===== config.mk =====
export PLATFORM = sky130hd
export DESIGN_NAME = rmac_accumulator_flat
export DESIGN_NICKNAME = d
export VERILOG_FILES = /design/src/rtl/rmac_accumulator_if.sv /design/src/rtl/rmac_accumulator.sv /design/src/flat_wrapper.sv
export SDC_FILE = /design/constraint.sdc
export NUM_CORES = 1
export LEC_CHECK = 0
export BUFFER_PORTS_ARGS = -buffer_cell sky130_fd_sc_hd__buf_4
export CAP_MARGIN = 20
export CORE_MARGIN = 4
export CORE_UTILIZATION = 55
export DETAILED_ROUTE_END_ITERATION = 8
export HOLD_SLACK_MARGIN = 0.08
export PLACE_DENSITY = 0.8
export RECOVER_POWER = 25
export SLEW_MARGIN = 0
export SYNTH_ARGS = -nofsm -noshare
export SYNTH_HDL_FRONTEND = slang
export SYNTH_SLANG_ARGS = --single-unit

===== constraint.sdc =====
create_clock -name clk -period 6.3 [get_ports clk]
set_input_delay 0.945 -clock clk [delete_from_list [all_inputs] [get_ports clk]]
set_output_delay 0.945 -clock clk [all_outputs]
set_load 0.05 [all_outputs]

===== src/rtl/rmac_accumulator_if.sv =====
// Handshake bundle between the approximate multiplier, the
// FP32 group accumulator and the sum consumer.
interface rmac_accumulator_if #(
    parameter int CNT_W = 16
);
    logic             in_valid;
    logic             in_ready;
    logic             in_sign;
    logic [7:0]       in_exp;
    logic [22:0]      in_mantissa;
    logic             in_last;
    logic             clear;
    logic             out_valid;
    logic             out_ready;
    logic             out_sign;
    logic [7:0]       out_exp;
    logic [22:0]      out_mantissa;
    logic [CNT_W-1:0] out_count;

    modport master (
        output in_valid, in_sign, in_exp, in_mantissa,
        output in_last, clear, out_ready,
        input  in_ready, out_valid, out_sign, out_exp,
        input  out_mantissa, out_count
    );

    modport slave (
        input  in_valid, in_sign, in_exp, in_mantissa,
        input  in_last, clear, out_ready,
        output in_ready, out_valid, out_sign, out_exp,
        output out_mantissa, out_count
    );
endinterface


===== src/rtl/rmac_accumulator.sv =====
// Multi-cycle FP32 group accumulator: align, add, normalize,
// truncating arithmetic with exponent saturation and flush-to-zero.
module rmac_accumulator #(
    parameter int GUARD = 3,
    parameter int CNT_W = 16
) (
    input logic clk,
    input logic rst,
    rmac_accumulator_if.slave bus
);
    localparam int SW  = 24 + GUARD;
    localparam int LZW = $clog2(SW + 1);

    typedef enum logic [2:0] {
        IDLE, ALIGN, ADD, NORM, DONE
    } state_t;

    state_t state, nxt;

    logic             acc_sign;
    logic [7:0]       acc_exp;
    logic [22:0]      acc_mant;
    logic [CNT_W-1:0] count;

    logic             term_sign;
    logic [7:0]       term_exp;
    logic [22:0]      term_mant;
    logic             last_q;

    logic             big_sign;
    logic [7:0]       big_exp;
    logic [SW-1:0]    big_sig;
    logic [SW-1:0]    small_sig;
    logic             sub_q;
    logic [SW:0]      sum_q;

    logic             acc_zero;
    logic             term_big;
    logic             a_sign;
    logic             a_sub;
    logic [7:0]       a_exp;
    logic [7:0]       a_shift;
    logic [SW-1:0]    a_big;
    logic [SW-1:0]    a_small;

    logic             n_sign;
    logic [7:0]       n_exp;
    logic [22:0]      n_mant;
    logic [LZW-1:0]   lz;
    logic signed [9:0] n_e;

    function automatic logic [LZW-1:0] lzc(
        input logic [SW-1:0] v
    );
        lzc = LZW'(SW);
        for (int i = 0; i < SW; i++)
            if (v[i]) lzc = LZW'(SW - 1 - i);
    endfunction

    assign acc_zero = (acc_exp == 8'd0);
    assign term_big = acc_zero ||
        ({term_exp, term_mant} >= {acc_exp, acc_mant});

    // Magnitude ordering decides which operand is shifted.
    always_comb begin
        a_sign  = term_sign;
        a_exp   = term_exp;
        a_big   = {1'b1, term_mant, GUARD'(0)};
        a_small = '0;
        a_shift = '0;
        a_sub   = 1'b0;
        if (term_big) begin
            a_shift = term_exp - acc_exp;
            a_small = {1'b1, acc_mant, GUARD'(0)};
            a_sub   = term_sign ^ acc_sign;
        end else begin
            a_sign  = acc_sign;
            a_exp   = acc_exp;
            a_big   = {1'b1, acc_mant, GUARD'(0)};
            a_shift = acc_exp - term_exp;
            a_small = {1'b1, term_mant, GUARD'(0)};
            a_sub   = term_sign ^ acc_sign;
        end
        if (acc_zero || a_shift >= 8'(SW))
            a_small = '0;
        else
            a_small = a_small >> a_shift;
    end

    always_comb begin
        lz     = lzc(sum_q[SW-1:0]);
        n_sign = big_sign;
        n_e    = '0;
        n_mant = '0;
        if (sum_q == '0) begin
            n_sign = 1'b0;
        end else if (sum_q[SW]) begin
            n_e    = $signed({2'b00, big_exp}) + 10'sd1;
            n_mant = 23'(sum_q >> (GUARD + 1));
        end else begin
            n_e    = $signed({2'b00, big_exp})
                   - $signed(10'(lz));
            n_mant = 23'((sum_q[SW-1:0] << lz) >> GUARD);
        end
        n_exp = n_e[7:0];
        if (n_e > 10'sd254) begin
            n_exp  = 8'd254;
            n_mant = 23'h7FFFFF;
        end else if (n_e < 10'sd1) begin
            n_sign = 1'b0;
            n_exp  = 8'd0;
            n_mant = '0;
        end
    end

    always_ff @(posedge clk) begin
        if (rst) state <= IDLE;
        else     state <= nxt;
    end

    always_comb begin
        nxt = state;
        unique case (state)
            IDLE:
                if (!bus.clear && bus.in_valid) nxt = ALIGN;
            ALIGN: nxt = ADD;
            ADD:   nxt = NORM;
            NORM:  nxt = last_q ? DONE : IDLE;
            DONE:
                if (bus.out_ready) nxt = IDLE;
            default: nxt = IDLE;
        endcase
    end

    always_ff @(posedge clk) begin
        if (rst) begin
            acc_sign  <= 1'b0;
            acc_exp   <= '0;
            acc_mant  <= '0;
            count     <= '0;
            term_sign <= 1'b0;
            term_exp  <= '0;
            term_mant <= '0;
            last_q    <= 1'b0;
            big_sign  <= 1'b0;
            big_exp   <= '0;
            big_sig   <= '0;
            small_sig <= '0;
            sub_q     <= 1'b0;
            sum_q     <= '0;
        end else begin
            unique case (state)
                IDLE:
                    if (bus.clear) begin
                        acc_sign <= 1'b0;
                        acc_exp  <= '0;
                        acc_mant <= '0;
                        count    <= '0;
                    end else if (bus.in_valid) begin
                        term_sign <= bus.in_sign;
                        term_exp  <= bus.in_exp;
                        term_mant <= bus.in_mantissa;
                        last_q    <= bus.in_last;
                    end
                ALIGN: begin
                    big_sign  <= a_sign;
                    big_exp   <= a_exp;
                    big_sig   <= a_big;
                    small_sig <= a_small;
                    sub_q     <= a_sub;
                end
                ADD:
                    if (sub_q)
                        sum_q <= {1'b0, big_sig} - {1'b0, small_sig};
                    else
                        sum_q <= {1'b0, big_sig} + {1'b0, small_sig};
                NORM: begin
                    acc_sign <= n_sign;
                    acc_exp  <= n_exp;
                    acc_mant <= n_mant;
                    if (count != '1) count <= count + 1'b1;
                end
                DONE:
                    if (bus.out_ready) begin
                        acc_sign <= 1'b0;
                        acc_exp  <= '0;
                        acc_mant <= '0;
                        count    <= '0;
                    end
                default: ;
            endcase
        end
    end

    assign bus.in_ready     = (state == IDLE);
    assign bus.out_valid    = (state == DONE);
    assign bus.out_sign     = bus.out_valid & acc_sign;
    assign bus.out_exp      = bus.out_valid ? acc_exp : '0;
    assign bus.out_mantissa = bus.out_valid ? acc_mant : '0;
    assign bus.out_count    = bus.out_valid ? count : '0;
endmodule


===== src/flat_wrapper.sv =====
// flat-port wrapper written by rule: the top's interface ports become plain ports
module rmac_accumulator_flat 
#(
    parameter int GUARD = 3,
    parameter int CNT_W = 16
)
  (clk, rst, bus_in_valid, bus_in_sign, bus_in_exp, bus_in_mantissa, bus_in_last, bus_clear, bus_out_ready, bus_in_ready, bus_out_valid, bus_out_sign, bus_out_exp, bus_out_mantissa, bus_out_count);
  rmac_accumulator_if #(.CNT_W(CNT_W)) bus_i ();
  input logic clk;
  input logic rst;
  input wire logic [$bits(bus_i.in_valid)-1:0] bus_in_valid;
  input wire logic [$bits(bus_i.in_sign)-1:0] bus_in_sign;
  input wire logic [$bits(bus_i.in_exp)-1:0] bus_in_exp;
  input wire logic [$bits(bus_i.in_mantissa)-1:0] bus_in_mantissa;
  input wire logic [$bits(bus_i.in_last)-1:0] bus_in_last;
  input wire logic [$bits(bus_i.clear)-1:0] bus_clear;
  input wire logic [$bits(bus_i.out_ready)-1:0] bus_out_ready;
  output wire logic [$bits(bus_i.in_ready)-1:0] bus_in_ready;
  output wire logic [$bits(bus_i.out_valid)-1:0] bus_out_valid;
  output wire logic [$bits(bus_i.out_sign)-1:0] bus_out_sign;
  output wire logic [$bits(bus_i.out_exp)-1:0] bus_out_exp;
  output wire logic [$bits(bus_i.out_mantissa)-1:0] bus_out_mantissa;
  output wire logic [$bits(bus_i.out_count)-1:0] bus_out_count;
  assign bus_i.in_valid = bus_in_valid;
  assign bus_i.in_sign = bus_in_sign;
  assign bus_i.in_exp = bus_in_exp;
  assign bus_i.in_mantissa = bus_in_mantissa;
  assign bus_i.in_last = bus_in_last;
  assign bus_i.clear = bus_clear;
  assign bus_i.out_ready = bus_out_ready;
  assign bus_in_ready = bus_i.in_ready;
  assign bus_out_valid = bus_i.out_valid;
  assign bus_out_sign = bus_i.out_sign;
  assign bus_out_exp = bus_i.out_exp;
  assign bus_out_mantissa = bus_i.out_mantissa;
  assign bus_out_count = bus_i.out_count;
  rmac_accumulator #(.GUARD(GUARD), .CNT_W(CNT_W)) u_core (.clk(clk), .rst(rst), .bus(bus_i));
endmodule

Word level (Yosys, flattened, before mapping)
Cells that the tools add are included.

word-level totals
  flip-flop bits (word level) = 176
  output and inout port bits = 50
  input bits = 38
  word-level logic and storage cells = 117

operators by class
  equality and inequality tests = 9
  shift-type cells = 2
  bitwise operators = 3
  order comparisons = 4
  multiplexer cells = 65
  add/subtract/negate cells = 7
  reductions and logical operators = 12

operators by type and width
  cell                                                 count
  two-way mux 23 bit                                   7
  two-way mux 5 bit                                    16
  one-hot mux 23 bit (3 select lines)                  1
  two-way mux 16 bit                                   4
  two-way mux 8 bit                                    7
  two-way mux 26 bit                                   2
  one-hot mux 16 bit (3 select lines)                  1
  two-way mux 4 bit                                    8
  >= comparator 31 bit                                 1
  adder 27 x 27 -> 28 bit                              1
  logical NOT 28 bit                                   1
  two-way mux 28 bit                                   1
  subtractor 27 x 27 -> 28 bit                         1
  two-way mux 27 bit                                   1
  left shift 27 x 5 -> 26 bit                          1
  right shift 27 x 8 -> 27 bit                         1
  one-hot mux 8 bit (3 select lines)                   1
  two-way mux 10 bit                                   2
  adder 16 x 1 -> 16 bit, second input constant        1
  inequality test 16 bit, second input constant        1
  subtractor 8 bit                                     2
  one-hot mux 3 bit (5 select lines)                   1
  > comparator 10 x 9 -> 1 bit, second input constant  1
  < comparator 10 x 2 -> 1 bit, second input constant  1
  other kinds (24)                                     38

Depth between registers and ports, before layout
Gate-level depths: netlist (run 1).

  word-level depth = 34
  gate-level depth with buffers = 26

Least setup slack after synthesis (run 1)
No wires, ideal clock.

  kind = register to register
  start = register u_core.sum_q[18]
  end = register u_core.acc_mant[7]
  stages on the path, launching flop included = 24
  slack = 1.522 ns
  path buffers = 4
  data arrival time = 4.646 ns
  cells stage by stage = dfxtp_1 clkbuf_1 nor2b_1 o21bai_1 a21oi_1 o31ai_1 a31oi_1 o21ai_1 buf_2 clkbuf_1 inv_1 ha_1 nor2b_1 o21ai_0 a21boi_0 o21ai_0 and3_1 or3_1 o41ai_2 buf_4 nor2_2 a221o_1 a211oi_1 nor3_1

between the ends
  word-level cells in the longest chain between the ends = 16

ends and longest elaborated chain
  element                                  line                     text
  from (decl)                              rmac_accumulator.sv:35   logic [SW:0] sum_q;
  from (signal assigned)                   rmac_accumulator.sv:174  sum_q <= {1'b0, big_sig} - {1'b0, small_sig};
  from (signal assigned)                   rmac_accumulator.sv:176  sum_q <= {1'b0, big_sig} + {1'b0, small_sig};
  two-way mux 5 bit (9 in series)          rmac_accumulator.sv:57   if (v[i]) lzc = LZW'(SW - 1 - i);
  subtractor 8 x 5 -> 9 bit                rmac_accumulator.sv:102  - $signed(10'(lz));
  two-way mux 10 bit                       rmac_accumulator.sv:97   end else if (sum_q[SW]) begin
  two-way mux 10 bit                       rmac_accumulator.sv:95   if (sum_q == '0) begin
  < comparator 10 x 2 -> 1 bit             rmac_accumulator.sv:109  end else if (n_e < 10'sd1) begin
  two-way mux 23 bit                       rmac_accumulator.sv:109
  two-way mux 23 bit (*)                   rmac_accumulator.sv:106  if (n_e > 10'sd254) begin
  one-hot mux 23 bit (3 select lines) (*)  rmac_accumulator.sv:152  unique case (state)
  to (signal assigned)                     rmac_accumulator.sv:180  acc_mant <= n_mant;
  to (decl)                                rmac_accumulator.sv:22   logic [22:0] acc_mant;

Mark *: on every way between the ends. The rest lies on a longest branch, timed or not.
A chain may end at the register's enable or synchronous reset.

Final worst setup path (run 1)
  start = register u_core.acc_mant[12]
  end = register u_core.small_sig[1]

between the ends
  word-level cells in the longest chain between the ends = 6

ends and longest elaborated chain
  element                       line                     text
  >= comparator 31 bit          rmac_accumulator.sv:62   ({term_exp, term_mant} >= {acc_exp, acc_mant});
  logical OR 1 bit              rmac_accumulator.sv:61   assign term_big = acc_zero ||
  two-way mux 8 bit             rmac_accumulator.sv:72   if (term_big) begin
  >= comparator 8 x 5 -> 1 bit  rmac_accumulator.sv:84   if (acc_zero || a_shift >= 8'(SW))
  logical OR 1 bit              rmac_accumulator.sv:84
  two-way mux 27 bit (*)        rmac_accumulator.sv:84
  to (signal assigned)          rmac_accumulator.sv:169  small_sig <= a_small;
  to (decl)                     rmac_accumulator.sv:33   logic [SW-1:0] small_sig;

Marks and branches as above.

==> flow_summary.yaml, run 1 <==
detailed_routing:
  drtAntennaViolNets: 0
  drc: 0
  detail_route.first_pass.iterations: 6
  wirelength_um: 46900
  wl_per_cell_um: 22.1
  drt_iter0_markers: 1691
  drt-vias-per-instance: 6.62
  vias: 14100
global_route:
  initial_antenna_violation_count: 1
  number_of_global_route_vias_before_repair: 12700
  grt_max_degree: 71
  grt-ovfl-total: 0
  globalRouteTotalUtil_pct: 32.7
  grt_first_pass_wirelength_um: 72700
place:
  numPortBuffers: 87
  pre_cts_slack_ns: 1.30
  dp_cells: 2095
  placement.cell_area_um2: 14600
  dp_wirelength_um: 34900
  routabilityCongestion: 1.02
timing:
  hold_violations: 0
  final-max-slew-violation-count: 101
  slew_headroom_pct: -99.8
  final_critical_path_setup_slack_ns: 1.00
  portion_of_the_clock_cycle_consumed_by_the_worst_path_in_the_final_layout_pct: 84.1
  tightestPinTransition_ns: 3.00
  total_negative_slack_ns: 0
  rsz0062_at_grt: "false"
  report.final.setup_viol: 0
  worst_hold_slack_ns: 0.484
  final.min_clock_period_ns: 5.30
  fin_worst_skew_ns: 0.0146
  max_clock_freq_mhz: 189
setup_path:
  worst_path_largest_cell_delay_ns: 0.67
  cp_data_required_time_ns: 6.64
  critical_path.slowest_cell: "nor4b_4"
  cp_num_buf_inv: 1
  critical_path.endpoint_type: "flip-flop"
  cpLargestDelayFamily: "compound AO/OA/AOI/OAI gates"
  crit_arrival_ns: 5.64
  crit_chain: "inv_1 -> ha_1 -> a211oi_1 -> nor2_1 -> or3_1 -> o31a_1 -> a211oi_4 -> mux2i_1 -> nor4b_4 -> nand2_1 -> o21ai_0 -> o311ai_0 -> a31oi_1"
  worst-path-max-fanout: 18
  worstSetupPathType: "reg -> reg"
  critical_path.startpoint_type: "flip-flop"
logic_synthesis:
  yosys_most_used_dff: "dfxtp_1"
  synth-seq-cells: 173
  synth_top_area_share_pct: 25.2
  edff_count_synth: 0
  syn_area_um2: 13700
  synth_cell_type_count: 76
  avgSynthCellArea_um2: 7.74
  seq_area_frac_synth_pct: 25.2
  post_syn_nets: 1885
  synth.yosys.warnings: 0
  synthDominantAreaCellType: "dfxtp_1"
  syn-instance-count: 1773
  yosys-top-cells-area: "dfxtp_1 (25%), mux2i_1 (8.2%), ha_1 (6.5%), nand2_1 (5.9%), a21oi_1 (5.4%)"
  async_flop_share_pct: 0
final_layout:
  layout-drive-gt1-share_pct: 11.3
  antennaDiodeCount: 0
  fin_area_um2: 15200
  final.fill_count: 2152
  final_core_util_pct: 62.1
  post_layout_nonfiller_instances: 2127
  finalNetCount: 1903
  area.growth.synth_to_final_pct: 10.6
die:
  die_height_um: 166
  effective_utilization_at_floorplan_pct: 56.1
  die_footprint_um2: 27500
  floorplan.rows: 57
  core_region_area_um2: 24500
  die_width_um: 166
  ioPinCount: 88
clock_network:
  cts.reportedPaths.clkPinSlew_ns: 0.08
  clock_sinks: 173
  number_of_buffers_on_the_longest_clock_path: 2
  tritoncts_clock_tree: "yes"
  cts_buffers: 17
  post_cts_resize_count: 0
  ctsRootBufferMaster: "clkbuf_16"
  cts_setup_buffers: 0
  cts-htree-levels: 4
  cts_hold_buf: 0
  clk-insertion-delay-late_ns: 0.44
run_status:
  run_status: "finished, violations left"
  violations_in_the_final_reports: "max-capacitance violations, max-slew violations"
power_and_ir_drop:
  worst_ir_drop_vdd_mv: 0.193
  p_per_area_nw_per_um2: 284
  post_layout_total_power_mw: 4.31
  power.static_leakage_nw: 6.00
run:
  maxCapViolations: 2
worst_hold_path:
  worst_hold_path_type: "reg -> reg"
## sequential cells by signal (all words and copies together), names as in the netlist
name / flops
u_core.count: 16
u_core.big_sig: 24
u_core.acc_exp: 8
u_core.term_exp: 8
u_core.acc_mant: 23
u_core.big_sign: 1
u_core.sub_q: 1
u_core.acc_sign: 1
u_core.sum_q: 28
u_core.state: 3
u_core.small_sig: 27
u_core.big_exp: 8
u_core.term_mant: 23
u_core.term_sign: 1
u_core.last_q: 1
## kinds of logic after synthesis
group	count (synthesis)	share of synthesized area [%]
AOI/OAI and AO/OA	445	21.6
xor gates and xnor gates	70	4.47
adders and majority gates	74	6.91
buffers and inverters	208	5.91
DFF	173	25.2
muxes	153	13.7
and+or+nand+nor	650	22.2
## synth_stat cells (all sizes together) (13+ instances only)
cell type / count
buf: 19
a211oi: 53
nor2: 184
a21oi: 147
mux2i: 114
dfxtp: 173
nor3: 33
a21o: 16
or3: 17
nor4: 23
mux4: 26
a31oi: 14
nand2: 215
ha: 71
clkbuf: 104
nand2b: 17
and2: 14
inv: 84
and3: 65
mux2: 13
xor2: 18
a22oi: 24
o22ai: 14
nand4: 16
nand3: 34
o21ai: 51
xnor2: 52
## placed cells by master, fill, tap and decap left out, types with 33 or more instances in the layout
cell type and count:
a211oi_1 52, a21oi_1 146, and3_1 65, buf_4 115, dfxtp_1 173, ha_1 71, inv_1 84, mux2i_1 113
nand2_1 214, nand3_1 33, nor2_1 183, o21ai_0 49, xnor2_1 52
## power by group
part           switching (mW)  leakage, nW  internal, mW  total, mW
Sequential             0.0983         1.40          1.14       1.24
Combinational            1.28         4.32         0.738       2.01
Clock                   0.505        0.272         0.552       1.06
## worst register-to-register path, delay by kind of cell, from the launching register on
kind | cells | cell delay (ns)
buf+inv | 1 | 0.10
simple gates | 4 | 1.66
mux | 1 | 0.23
flops | 1 | 0.60
compound gates | 6 | 2.30
fa+ha+maj | 1 | 0.31
## final cells by class
cell class | count | area (µm²) | share of cell area, %
Multi-Input combinational cell | 1392 | 9500 | 62.6
Sequential cell | 173 | 3460 | 22.8
Timing Repair Buffer | 122 | 930 | 6.12
Clock buffer | 17 | 425 | 2.80
Tap cell | 324 | 405 | 2.67
Inverter | 85 | 319 | 2.10
Clock inverter | 14 | 140 | 0.923
## path summary, 6_finish.rpt
| check | startpoint | to | slack (ns) | depth (start not counted) |
|---|---|---|---|---|
| min reg2reg | u_core.last_q | u_core.last_q | 0.48 | 2 |
| max reg2reg | u_core.acc_mant[12] | u_core.small_sig[1] | 1.00 | 13 |
| max | u_core.acc_mant[12] | u_core.small_sig[1] | 1.00 | 13 |
| min | u_core.last_q | u_core.last_q | 0.48 | 2 |
## per-layer routing
layer | global-route usage [%] | up-vias | part of all wire (%)
met3 | 7.19 | 135 | 11
met1 | 45.9 | 6607 | 42
met5 | 0 | - | 0.028
met2 | 49.7 | 865 | 43
li1 | - | 6473 | -
met4 | 11.4 | 2 | 3.9
Power figures use the tool's default switching activity.
==> run 2, diff against run 1 <==
--- a/config.mk
+++ b/config.mk
@@ -11,7 +11,7 @@
 export CORE_UTILIZATION = 55
 export DETAILED_ROUTE_END_ITERATION = 8
 export HOLD_SLACK_MARGIN = 0.08
-export PLACE_DENSITY = 0.8
+export PLACE_DENSITY = 0.83
 export RECOVER_POWER = 25
 export SLEW_MARGIN = 0
 export SYNTH_ARGS = -nofsm -noshare
==> constraint.sdc (replaced) <==
create_clock -name clk -period 4.7 [get_ports clk]
set_input_delay 0.705 -clock clk [delete_from_list [all_inputs] [get_ports clk]]
set_output_delay 0.705 -clock clk [all_outputs]
set_load 0.05 [all_outputs]
==> flow_summary.yaml, run 2 (synthesis gave the netlist of run 1 again) <==
run:
  maxCapViolations: 1
setup_path:
  worstSetupPathType: "reg -> reg"
  critical_path.slowest_cell: "a2111oi_0"
  cp_data_required_time_ns: 5.08
  critical_path.startpoint_type: "flip-flop"
  r2r_path_start: "u_core.acc_mant[13]"
  startpoint: "u_core.acc_mant[13]"
  worst-path-max-fanout: 10
  crit_chain: "inv_1 -> ha_1 -> nand4_1 -> a2111oi_0 -> o31a_1 -> a211oi_4 -> buf_4 -> mux2i_1 -> xnor2_1 -> nand2_1 -> o22ai_1 -> and3_1 -> o31a_1"
  most_frequent_cell_on_the_critical_path: "o31a_1"
  cpLargestDelayFamily: "compound AO/OA/AOI/OAI gates"
  critical_path.endpoint_type: "flip-flop"
  worst_path_largest_cell_delay_ns: 0.91
  cp_num_buf_inv: 2
  crit_arrival_ns: 4.95
power_and_ir_drop:
  worst_ir_drop_vdd_mv: 0.231
  power_report.internal_total_mw: 3.34
  seq_power_share_pct: 27.5
  power.static_leakage_nw: 6.34
  power_switching_share_pct: 44.2
  power.net_switching_mw: 2.65
  p_per_area_nw_per_um2: 381
  post_layout_total_power_mw: 5.99
  clockPowerShare_pct: 23.3
  relative_contribution_of_combinational_cells_to_total_power_pct: 49.3
global_route:
  grt-ovfl-total: 0
  grt_max_degree: 67
  initial_antenna_violation_count: 2
  grt_first_pass_wirelength_um: 76800
  number_of_global_route_vias_before_repair: 13600
  globalRouteTotalUtil_pct: 34.5
run_status:
  violations_in_the_final_reports: "max-capacitance violations, max-slew violations"
  run_status: "finished, violations left"
final_layout:
  antennaDiodeCount: 0
  mostFrequentLayoutCell: "nand2_1"
  largest-register: "u_core.sum_q"
  finalNetCount: 1969
  area.growth.synth_to_final_pct: 14.6
  final_core_util_pct: 64.3
  largest_registers: "u_core.sum_q (28), u_core.small_sig (27), u_core.big_sig (24)"
  layout-drive-gt1-share_pct: 15.1
  largest_register_ffs: 28
  final_cell_mix: "nand2_1 (214), nor2_1 (181), buf_4 (180), dfxtp_1 (170), a21oi_1 (144)"
  final.fill_count: 2077
detailed_routing:
  drtAntennaViolNets: 0
  drc: 0
  wirelength_um: 49700
  vias: 14300
  drt_iter0_markers: 1716
  wl_per_cell_um: 22.7
  drt-vias-per-instance: 6.53
  detail_route.first_pass.iterations: 6
timing:
  total_negative_slack_ns: 0
  portion_of_the_clock_cycle_consumed_by_the_worst_path_in_the_final_layout_pct: 97.2
  final-max-slew-violation-count: 53
  final.min_clock_period_ns: 4.57
  report.final.setup_viol: 0
  slew_headroom_pct: -15.0
  tightestPinTransition_ns: 1.72
  max_clock_freq_mhz: 219
  hold_violations: 0
  fin_worst_skew_ns: 0.0187
  rsz0062_at_grt: "false"
  final_critical_path_setup_slack_ns: 0.132
  worst_hold_slack_ns: 0.492
clock_network:
  ctsRootBufferMaster: "clkbuf_16"
  cts.reportedPaths.clkPinSlew_ns: 0.08
  cts-htree-levels: 4
  tritoncts_clock_tree: "yes"
  cts_setup_buffers: 0
  clk-insertion-delay-late_ns: 0.44
  clock_sinks: 173
  number_of_buffers_on_the_longest_clock_path: 2
  cts_buffers: 17
die:
  die_footprint_um2: 27500
  ioPinCount: 88
  effective_utilization_at_floorplan_pct: 56.1
  die_height_um: 166
  die_width_um: 166
  core_region_area_um2: 24500
  floorplan.rows: 57
worst_hold_path:
  hold_start: "u_core.last_q"
  worst_hold_path_type: "reg -> reg"
place:
  routabilityCongestion: 1.08
  dp_wirelength_um: 37600
  numPortBuffers: 87
  pre_cts_slack_ns: 0.214
run 2: cell count changes in the layout (fill, tap and decap cells not counted), sizes merged:
cell,before,now
clkinvlp,2,5
inv,88,91
buf,117,183
bufinv,1,0
clkinv,8,4
run 2: per-stage QoR:
stage	area [µm²]	instances
finish	15700	2194
global route	15700	2194
detailed placement	15100	2159
global placement	15100	2159
floorplan	13700	1773
CTS	15600	2191
run 2: area by class of cell:
type	count	area (µm²)	area share, %
inverters	85	319	2.03
clock inverters	15	130	0.827
repair buffers	188	1440	9.15
flip-flops and latches	173	3470	22.0
clock buffers	17	425	2.70
multi-input cells	1392	9540	60.7
well taps	324	405	2.58
run 2: final timing paths:
kind	to	slack, ns	cells past startpoint
worst max-delay path	u_core.small_sig[3]	0.13	13
worst min-delay path	u_core.last_q	0.49	2
worst max register to register	u_core.small_sig[3]	0.13	13
worst min register to register	u_core.last_q	0.49	2
run 2: power groups by stage:
stage / sequential [mW] / combinational [mW] / clock [mW]
after floorplan: 1.61 / 2.02 / 0
after CTS: 1.63 / 2.83 / 1.39
after detailed placement: 1.67 / 2.81 / 0
after global routing: 1.65 / 3.15 / 1.45
final: 1.64 / 2.95 / 1.39
after global placement: 1.66 / 2.82 / 0
run 2: repair_timing:
item / 4_1_cts / 5_1_grt
setup endpoints to repair: 0 / 33
hold buffers: 0 / 0
resized for setup: 0 / 14
run 2: metal layers:
metal	GRT usage (%)	vias to the layer above	routed length, µm
li1	-	6607	-
met1	46.9	6678	20400
met2	53.9	866	21900
met3	6.45	172	5120
met4	14.6	4	2330
met5	0	-	21
run 2: worst reg2reg max path: cells and delay by family (launching register included):
family,cells,cell delay (ns)
and+or+nand+nor,3,0.75
muxes,1,0.16
DFF,1,0.48
adders and majority gates,1,0.30
buffers and inverters,2,0.29
xor gates and xnor gates,1,0.68
AOI/OAI and AO/OA,5,1.87
